File: config.mk
export PLATFORM = sky130hd
export DESIGN_NAME = board_render
export DESIGN_NICKNAME = d
export VERILOG_FILES = /design/src/rtl/board_render.sv
export SDC_FILE = /design/constraint.sdc
export NUM_CORES = 1
export LEC_CHECK = 0
export BUFFER_PORTS_ARGS = -buffer_cell sky130_fd_sc_hd__buf_4
export CORE_ASPECT_RATIO = 0.5
export CORE_UTILIZATION = 52
export DETAILED_ROUTE_END_ITERATION = 6
export GPL_TIMING_DRIVEN = 0
export PLACE_DENSITY = 0.86
export REMOVE_ABC_BUFFERS = 1
export SLEW_MARGIN = 25
export SYNTH_ARGS = -nofsm -noshare
export SYNTH_HDL_FRONTEND = slang
export SYNTH_SLANG_ARGS = --single-unit
File: constraint.sdc
create_clock -name clk -period 2.9 [get_ports clk]
set_clock_uncertainty 0.2 [all_clocks]
set_input_delay 0.58 -clock clk [delete_from_list [all_inputs] [get_ports clk]]
set_output_delay 0.58 -clock clk [all_outputs]
set_load 0.02 [all_outputs]
File: src/rtl/board_render.sv
// board_render: VGA renderer for a COLS x ROWS drop-piece board (grid, pieces, cursor marker, blinking winners).
// Latency: RGB and syncs are 2 cycles after the pixel counters; frame_start is decoded directly from the counters.
// Backpressure: none, the raster is free-running; board inputs are sampled once per frame at frame_start.
// Ports: clk (pixel clock), reset (async active-low), occupied/owner/win_mask (index row*COLS+col, row 0 = bottom),
//        cursor_col/cursor_en/turn (drop cursor marker), vga_h_sync/vga_v_sync (active-low), vga_r/g/b, frame_start.
// Option: define BOARD_RENDER_BLINK_EN to make winning pieces blink; otherwise they are steady white.
// H_*/V_* parameters default to standard 640x480@60 timing.
module board_render #(
  parameter int COLS         = 7,
  parameter int ROWS         = 6,
  parameter int CELL         = 64,
  parameter int LINE_W       = 4,
  parameter int MARGIN       = 8,
  parameter int X0           = 96,
  parameter int Y0           = 80,
  parameter int BLINK_FRAMES = 30,
  parameter int H_ACTIVE     = 640,
  parameter int H_FP         = 16,
  parameter int H_SYNC       = 96,
  parameter int H_BP         = 48,
  parameter int V_ACTIVE     = 480,
  parameter int V_FP         = 10,
  parameter int V_SYNC       = 2,
  parameter int V_BP         = 33
) (
  input  logic                                   clk,
  input  logic                                   reset,
  input  logic [ROWS*COLS-1:0]                   occupied,
  input  logic [ROWS*COLS-1:0]                   owner,
  input  logic [ROWS*COLS-1:0]                   win_mask,
  input  logic [((COLS > 1) ? $clog2(COLS) : 1)-1:0] cursor_col,
  input  logic                                   cursor_en,
  input  logic                                   turn,
  output logic                                   vga_h_sync,
  output logic                                   vga_v_sync,
  output logic                                   vga_r,
  output logic                                   vga_g,
  output logic                                   vga_b,
  output logic                                   frame_start
);

  localparam int N       = ROWS * COLS;
  localparam int CCW     = (COLS > 1) ? $clog2(COLS) : 1;
  localparam int H_TOTAL = H_ACTIVE + H_FP + H_SYNC + H_BP;
  localparam int V_TOTAL = V_ACTIVE + V_FP + V_SYNC + V_BP;
  localparam int HW      = $clog2(H_TOTAL);
  localparam int VW      = $clog2(V_TOTAL);
  localparam int OW      = $clog2(CELL);
  localparam int CW      = $clog2(COLS + 2);
  localparam int RW      = $clog2(ROWS + 2);

  localparam logic [HW-1:0] H_LAST = HW'(H_TOTAL - 1);
  localparam logic [HW-1:0] H_ACT  = HW'(H_ACTIVE);
  localparam logic [HW-1:0] H_X0   = HW'(X0);
  localparam logic [HW-1:0] HS_BEG = HW'(H_ACTIVE + H_FP);
  localparam logic [HW-1:0] HS_END = HW'(H_ACTIVE + H_FP + H_SYNC);
  localparam logic [VW-1:0] V_LAST = VW'(V_TOTAL - 1);
  localparam logic [VW-1:0] V_ACT  = VW'(V_ACTIVE);
  localparam logic [VW-1:0] V_Y0   = VW'(Y0);
  localparam logic [VW-1:0] V_BAND = VW'(Y0 - CELL);
  localparam logic [VW-1:0] VS_BEG = VW'(V_ACTIVE + V_FP);
  localparam logic [VW-1:0] VS_END = VW'(V_ACTIVE + V_FP + V_SYNC);
  localparam logic [VW-1:0] B_PLO  = VW'(LINE_W + MARGIN);
  localparam logic [VW-1:0] B_PHI  = VW'(CELL - MARGIN - 1);
  localparam logic [OW-1:0] O_LAST = OW'(CELL - 1);
  localparam logic [OW-1:0] O_LW   = OW'(LINE_W);
  localparam logic [OW-1:0] O_PLO  = OW'(LINE_W + MARGIN);
  localparam logic [OW-1:0] O_PHI  = OW'(CELL - MARGIN - 1);
  localparam logic [CW-1:0] COLS_C = CW'(COLS);
  localparam logic [CW-1:0] COL_SAT = CW'(COLS + 1);
  localparam logic [RW-1:0] ROWS_C = RW'(ROWS);
  localparam logic [RW-1:0] ROW_SAT = RW'(ROWS + 1);

  // ---------------- stage 0: raster counters and incremental cell tracking
  logic [HW-1:0] h_cnt, h_nxt;
  logic [VW-1:0] v_cnt, v_nxt;
  logic          h_wrap;

  always_comb begin
    h_wrap = (h_cnt == H_LAST);
    h_nxt  = h_wrap ? '0 : h_cnt + HW'(1);
    v_nxt  = v_cnt;
    if (h_wrap) v_nxt = (v_cnt == V_LAST) ? '0 : v_cnt + VW'(1);
  end

  always_ff @(posedge clk or negedge reset) begin
    if (!reset) begin
      h_cnt <= '0;
      v_cnt <= '0;
    end else begin
      h_cnt <= h_nxt;
      v_cnt <= v_nxt;
    end
  end

  // col_idx/x_off describe the current h_cnt; they are reloaded each line as the
  // counter enters X0, and col_idx saturates past the closing line so it never wraps back into the board.
  logic [OW-1:0] x_off, y_off;
  logic [CW-1:0] col_idx;
  logic [RW-1:0] row_idx;

  always_ff @(posedge clk or negedge reset) begin
    if (!reset) begin
      x_off   <= '0;
      col_idx <= '0;
    end else if (h_nxt == H_X0) begin
      x_off   <= '0;
      col_idx <= '0;
    end else if (x_off == O_LAST) begin
      x_off <= '0;
      if (col_idx != COL_SAT) col_idx <= col_idx + CW'(1);
    end else begin
      x_off <= x_off + OW'(1);
    end
  end

  // Row tracking steps once per line; row_idx counts displayed rows top-down.
  always_ff @(posedge clk or negedge reset) begin
    if (!reset) begin
      y_off   <= '0;
      row_idx <= '0;
    end else if (h_wrap) begin
      if (v_nxt == V_Y0) begin
        y_off   <= '0;
        row_idx <= '0;
      end else if (y_off == O_LAST) begin
        y_off <= '0;
        if (row_idx != ROW_SAT) row_idx <= row_idx + RW'(1);
      end else begin
        y_off <= y_off + OW'(1);
      end
    end
  end

  // ---------------- per-frame snapshot of the board inputs
  logic [N-1:0]   occ_s, own_s, win_s;
  logic [CCW-1:0] cur_s;
  logic           cen_s, turn_s;

  assign frame_start = (h_cnt == '0) && (v_cnt == V_ACT);

  always_ff @(posedge clk or negedge reset) begin
    if (!reset) begin
      occ_s  <= '0;
      own_s  <= '0;
      win_s  <= '0;
      cur_s  <= '0;
      cen_s  <= 1'b0;
      turn_s <= 1'b0;
    end else if (frame_start) begin
      occ_s  <= occupied;
      own_s  <= owner;
      win_s  <= win_mask;
      cur_s  <= cursor_col;
      cen_s  <= cursor_en;
      turn_s <= turn;
    end
  end

  logic blink_on;
`ifdef BOARD_RENDER_BLINK_EN
  localparam int BW = (BLINK_FRAMES > 1) ? $clog2(BLINK_FRAMES) : 1;
  logic [BW-1:0] blink_cnt;

  always_ff @(posedge clk or negedge reset) begin
    if (!reset) begin
      blink_cnt <= '0;
      blink_on  <= 1'b1;
    end else if (frame_start) begin
      if (blink_cnt == BW'(BLINK_FRAMES - 1)) begin
        blink_cnt <= '0;
        blink_on  <= ~blink_on;
      end else begin
        blink_cnt <= blink_cnt + BW'(1);
      end
    end
  end
`else
  assign blink_on = 1'b1;
`endif

  // ---------------- stage 1: pixel classification
  logic          x_in, y_in, x_sq, y_sq, in_cell, in_band;
  logic [VW-1:0] band_off;
  logic          grid_c, piece_c, marker_c, act_c, hs_c, vs_c;

  always_comb begin
    x_in     = (h_cnt >= H_X0) && ((col_idx < COLS_C) || ((col_idx == COLS_C) && (x_off < O_LW)));
    y_in     = (v_cnt >= V_Y0) && ((row_idx < ROWS_C) || ((row_idx == ROWS_C) && (y_off < O_LW)));
    x_sq     = (x_off >= O_PLO) && (x_off <= O_PHI);
    y_sq     = (y_off >= O_PLO) && (y_off <= O_PHI);
    in_cell  = (h_cnt >= H_X0) && (col_idx < COLS_C) && (v_cnt >= V_Y0) && (row_idx < ROWS_C);
    in_band  = (v_cnt >= V_BAND) && (v_cnt < V_Y0);
    band_off = v_cnt - V_BAND;
    grid_c   = x_in && y_in && ((x_off < O_LW) || (y_off < O_LW));
    piece_c  = in_cell && x_sq && y_sq;
    // col_idx < COLS together with the equality means a cursor_col >= COLS never matches.
    marker_c = in_band && (band_off >= B_PLO) && (band_off <= B_PHI) && (h_cnt >= H_X0) &&
               (col_idx < COLS_C) && (col_idx == CW'(cur_s)) && x_sq;
    act_c    = (h_cnt < H_ACT) && (v_cnt < V_ACT);
    hs_c     = !((h_cnt >= HS_BEG) && (h_cnt < HS_END));
    vs_c     = !((v_cnt >= VS_BEG) && (v_cnt < VS_END));
  end

  logic          act_q, grid_q, piece_q, marker_q, hs_q, vs_q;
  logic [CW-1:0] col_q;
  logic [RW-1:0] srow_q;

  always_ff @(posedge clk or negedge reset) begin
    if (!reset) begin
      act_q    <= 1'b0;
      grid_q   <= 1'b0;
      piece_q  <= 1'b0;
      marker_q <= 1'b0;
      hs_q     <= 1'b1;
      vs_q     <= 1'b1;
      col_q    <= '0;
      srow_q   <= '0;
    end else begin
      act_q    <= act_c;
      grid_q   <= grid_c;
      piece_q  <= piece_c;
      marker_q <= marker_c;
      hs_q     <= hs_c;
      vs_q     <= vs_c;
      col_q    <= col_idx;
      srow_q   <= RW'(ROWS - 1) - row_idx;  // stored rows count bottom-up
    end
  end

  // ---------------- stage 2: cell lookup by one-hot select, then colour priority
  logic [N-1:0] cell_hit;

  for (genvar r = 0; r < ROWS; r++) begin : g_row
    for (genvar c = 0; c < COLS; c++) begin : g_col
      assign cell_hit[r*COLS + c] = (srow_q == RW'(r)) && (col_q == CW'(c));
    end
  end

  logic       cell_occ, cell_own, cell_win;
  logic [2:0] rgb_nxt;

  always_comb begin
    cell_occ = |(occ_s & cell_hit);
    cell_own = |(own_s & cell_hit);
    cell_win = |(win_s & cell_hit);
    rgb_nxt  = 3'b000;
    if (act_q) begin
      if (grid_q) begin
        rgb_nxt = 3'b001;
      end else if (piece_q && cell_occ) begin
        if (cell_win && blink_on) rgb_nxt = 3'b111;
        else                      rgb_nxt = cell_own ? 3'b110 : 3'b100;
      end else if (marker_q && cen_s) begin
        rgb_nxt = turn_s ? 3'b110 : 3'b100;
      end
    end
  end

  always_ff @(posedge clk or negedge reset) begin
    if (!reset) begin
      {vga_r, vga_g, vga_b} <= 3'b000;
      vga_h_sync            <= 1'b1;
      vga_v_sync            <= 1'b1;
    end else begin
      {vga_r, vga_g, vga_b} <= rgb_nxt;
      vga_h_sync            <= hs_q;
      vga_v_sync            <= vs_q;
    end
  end

endmodule
; ---- Word-level counts from Yosys, hierarchy flattened
; Cells that the tools add are included.
[word_totals]
regBits = 188
latchBits = 0
ram_bits = 0
mem_bits_ro = 0
in_bits = 133
output_inout_bits = 6
word_cells = 184
mem_count = 0
[classes]
add_sub_neg = 8
mul = 0
div_mod_pow = 0
magnitude_cmp = 20
eq_ne = 23
shifts = 0
mux = 20
bitwise = 3
reduce_logical = 85
[ops]
columns = op, n
row1 = $and 42x42->42, 3
row2 = $reduce_or 42->1, 3
row3 = $logic_and 1x1->1, 68
row4 = $mux 10, 3
row5 = $mux 6, 4
row6 = $mux 3, 7
row7 = $add 10x1->10 const B, 2
row8 = $eq 10x10->1 const B, 2
row9 = $eq 10x7->1 const B, 2
row10 = $ge 10x7->1 const B, 2
row11 = $lt 10x10->1 const B, 2
row12 = $lt 10x9->1 const B, 2
row13 = $eq 4x3->1 const B, 4
row14 = $add 6x1->6 const B, 2
row15 = $eq 6x6->1 const B, 2
row16 = $ge 6x4->1 const B, 2
row17 = $le 6x6->1 const B, 2
row18 = $lt 6x3->1 const B, 2
row19 = $mux 4, 3
row20 = $eq 10x9->1 const B, 1
row21 = $ge 10x10->1 const B, 1
row22 = $ge 10x4->1 const B, 1
row23 = $ge 10x5->1 const B, 1
row24 = $ge 10x9->1 const B, 1
row25 = 25 further kinds, 37

; ---- Longest topological paths before layout
[logic_depth]
word_depth = 9
ltp_mapped = 10
depth_no_buf = 9

; ---- Least setup slack after synthesis
; Ideal clock, no wire load.
[synth_timing]
kind = reg2reg
startpoint = register h_cnt[7]
endpoint = register y_off[2]
setup_ns = 0.124
arrival_time_ns = 2.609
t_required_ns = 2.576
setup_slack_ns = -0.033
stages_incl_launch_ff = 9
path_buffers = 1
period_less_slack_ns = 2.933
cell_sequence = dfrtp_1 > buf_6 > or4b_4 > nor3_2 > mux2_2 > mux2_2 > nor4_4 > nor3b_1 > a211o_1
[synth_between]
elab_chain_cells = 4
[synth_lines]
columns = item, line_no
row1 = start: declaration, 75  ; logic [HW-1:0] h_cnt, h_nxt;
row2 = start signal: assignment, 91  ; h_cnt <= h_nxt;
row3 = $eq 10x10->1 (*), 80  ; h_wrap = (h_cnt == H_LAST);
row4 = $mux 10, 83  ; if (h_wrap) v_nxt = (v_cnt == V_LAST) ? '0 : v_cnt + VW'(1);
row5 = $eq 10x7->1, 123  ; if (v_nxt == V_Y0) begin
row6 = $mux 6, 123
row7 = end signal: assignment, 130  ; y_off <= y_off + OW'(1);
row8 = end: declaration, 98  ; logic [OW-1:0] x_off, y_off;
; Mark *: on every way between the ends. The rest lies on a longest branch, timed or not.
; A chain may end at the register's enable or synchronous reset.

; ---- Worst setup path in the final report
[layout_timing]
startpoint = register v_cnt[1]
endpoint = register y_off[2]
[layout_between]
elab_chain_cells = 5
word_cells_on_any_way = 6
cone_classes = add/sub: 1 / eq/ne: 2 / mux: 3
[layout_lines]
columns = item, line_no
row1 = start: declaration, 76  ; logic [VW-1:0] v_cnt, v_nxt;
row2 = start signal: assignment, 92  ; v_cnt <= v_nxt;
row3 = $add 10x1->10 / $eq 10x10->1 (equally long branches), 83
row4 = $mux 10, 83
row5 = $mux 10 (*), 83
row6 = $eq 10x7->1 (*), 123
row7 = $mux 6 (*), 123
; Marks and branches as above.

==> summary.txt <==
Worst setup path
  – Worst reg2reg setup slack: -0.05 ns
  – CP Class: reg -> reg
  – Setup crit start kind: flip-flop
  – Crit-path max FO: 8
  – Critical path data arrival time: 3.06 ns
  – WP data required: 3.01 ns
  – CP endpoint kind: flip-flop

Global route
  – Global-route wire length before repair: 37500 um
  – GRT Util Overall: 26.9%
  – Gr ovfl total: 0
  – Initial antenna violation count: 0
  – Vias in the first global route: 7194
  – Largest net degree at the start of global routing: 100

Flow run
  – Max-cap viol count: 0

Yosys
  – Main combinational cell family by area after synthesis: multiplexers
  – Area leader, netlist: dfrtp_1
  – Post-synthesis simple-gate area fraction: 13.5%
  – Mux cell area share after synthesis: 20.0%
  – Number of flops mapped to enable cells by yosys: 0
  – Post-Syn Area: 9160 sq um
  – Synth cell types: 63
  – Post-synthesis register bit count: 188
  – Cells after synthesis: 773
  – Post-synthesis compound-gate area fraction: 8.40%
  – XOR/XNOR Fraction of Synth Area: 2.01%
  – Share of the synthesized area in the top cell type: 50.3%
  – Post-synthesis async set-or-reset flop share: 100%
  – Adder-cell share of the synthesized area: 1.91%
  – Yosys warning count: 0
  – Seq/Total Area, Yosys: 51.4%
  – Top_reg_cell synth: dfrtp_1
  – Largest cells by area after synthesis: dfrtp_1 (50%), mux2_2 (19%), nand3_1 (2.3%)
  – Average size of a mapped cell: 11.8 sq um

Power
  – Total power: 5.05 mW
  – P_leak: 5.38 nW
  – PwrDens: 441 nW/um^2
  – Worst VDD drop: 0.000400 V

Final layout
  – Share of cells above drive strength 1: 44.1%
  – Area growth syn-to-layout: 25.1%
  – Final net count: 1069
  – Commonest cells after routing, fill and taps aside: dfrtp_1 (167), buf_4 (157), mux2_2 (149)
  – Number of diodes: 0
  – Fill count: 1111
  – Most common cell after layout, fill and taps aside: dfrtp_1

CTS
  – Num CTS Buffers: 17
  – CTS root buffer: clkbuf_16
  – H-tree depth: 4
  – CTS tree: done
  – Worst-Skew Late Latency: 0.43 ns
  – CTS Buffer Depth: 2
  – Clk sinks: 188
  – Clk pin slew, worst setup/hold paths: 0.07 ns

Timing
  – RSZ-0062 raised after global routing: true
  – Final hold violations: 0
  – Min Hold Slack: 0.158 ns
  – Max Slew Vio Count: 0
  – Setup ws final: -0.0507 ns
  – Worst-Margin Slew: 0.917 ns
  – Crit share post-route: 102%
  – Setup Viol. Count Final: 6
  – Fmax: 339 MHz
  – Tmin final: 2.95 ns
  – Slew headroom: 38.0%

Drt
  – Vias: 7166
  – Via/cell ratio: 6.17
  – # DRC: 0
  – Drt pass-1 iters: 6
  – Initial detailed-routing violation count: 514
  – ANT nets after route: 0
  – Wirelength per Cell: 20.7 um
  – Post-Route WL: 24000 um

Run status
  – Failing checks: setup timing
  – Outcome: finished, violations left

Floorplan
  – Starting Density: 54.5%
  – Die width: 190 um
  – Top Ports: 139
  – # rows: 33
  – Core box area: 16800 sq um
  – Die area: 18200 sq um
  – Die H: 95.8 um

Worst hold path
  – Min-Delay Path Class: reg -> reg

Place
  – Routability cong.: 0.865
  – DPL Wire Length: 15900 um
  – Port bufs: 138
  – Dpl ws: -1.31 ns
## critical path: stages (launching register included)
cell and delay (ns):
dfrtp_2 0.45, inv_1 0.11, ha_2 0.20, nand4bb_1 0.23, nor3_2 0.32, a311oi_1 0.11
or4_4 0.52, nor4_4 0.23, buf_6 0.16, nor3b_1 0.05, a211o_1 0.26
## metal layers
| layer | track usage [%] | up-vias | wire length [um] |
|---|---|---|---|
| met5 | 0 | - | 0 |
| met4 | 9.88 | 0 | 713 |
| met3 | 5.40 | 78 | 1560 |
| met2 | 47.3 | 332 | 12200 |
| met1 | 33.3 | 3617 | 9600 |
| li1 | - | 3139 | - |
## flip-flops by register name, summed over array words and instances (netlist names), 3 cells and up
register	count
h_cnt	10
y_off	6
v_cnt	10
col_q	4
srow_q	3
occ_s	42
cur_s	3
row_idx	3
col_idx	4
win_s	42
own_s	42
x_off	6
## logic make-up (layout without fill, tap and decap cells)
group	count (synthesis)	count (layout)
AOI/OAI and AO/OA	114	114
xor gates and xnor gates	21	21
adders and majority gates	14	14
buffers and inverters	60	222
DFF	188	188
muxes	163	163
and+or+nand+nor	213	213
## path summary, 6_finish.rpt
kind | startpoint | endpoint | cells after the start
worst max-delay path | v_cnt[1]$_DFF_PN0_ | y_off[2]$_DFFE_PN0N_ | 10
worst max register to register | v_cnt[1]$_DFF_PN0_ | y_off[2]$_DFFE_PN0N_ | 10
max in group asynchronous | reset | occ_s[25]$_DFFE_PN0P_ | 3
worst min register to register | vs_q$_DFF_PN1_ | vga_v_sync$_DFF_PN1_ | 0
worst min-delay path | vs_q$_DFF_PN1_ | vga_v_sync$_DFF_PN1_ | 0
min in group asynchronous | reset | h_cnt[5]$_DFF_PN0_ | 2
## area by class of cell
cell class	instances	area, sq um	share of cell area, %
Clock buffer	20	447	3.90
Clock inverter	12	106	0.928
Inverter	19	71.3	0.623
Multi-Input combinational cell	525	4380	38.2
Sequential cell	188	4740	41.3
Tap cell	227	284	2.48
Timing Repair Buffer	171	1430	12.5
## metrics by stage
| stage | utilization (%) | setup TNS, ns | area, sq um | std cells |
|---|---|---|---|---|
| final | 68.2 | -0.150 | 11500 | 1162 |
| after global routing | 68.2 | -1.12 | 11500 | 1162 |
| after CTS | 67.6 | -0.0135 | 11400 | 1157 |
| after detailed placement | 62.5 | -87.65 | 10500 | 1110 |
| after global placement | 61.3 | -1281.22 | 10300 | 1097 |
| after floorplan | - | -845.90 | 8980 | 732 |
## cells in the mapped netlist (14+ instances only)
| master | count |
|---|---|
| mux2_2 | 151 |
| nand2_1 | 40 |
| nand3_1 | 42 |
| nor2_1 | 25 |
| dfrtp_1 | 184 |
| a22oi_1 | 20 |
| inv_1 | 19 |
| clkbuf_1 | 21 |
| ha_1 | 14 |
| nor3_1 | 15 |
| o21ai_0 | 22 |
| a21oi_1 | 21 |
## repair_timing
item / in CTS / in global routing
cloned: 1 / 1
buffers inserted: 18 / 6
hold buffers: 1 / 0
pin swaps: 8 / 4
gates resized for setup: 49 / 16
endpoints found under the hold margin: 23 / 0
setup endpoints to repair: 148 / 57
## where the power goes
group	leakage [nW]	internal (mW)	switching, mW
clock network	0.267	1.15	1.08
registers	2.55	2.62	0
logic	2.56	0.118	0.0850
No activity file was read; power rests on OpenSTA's default activity.
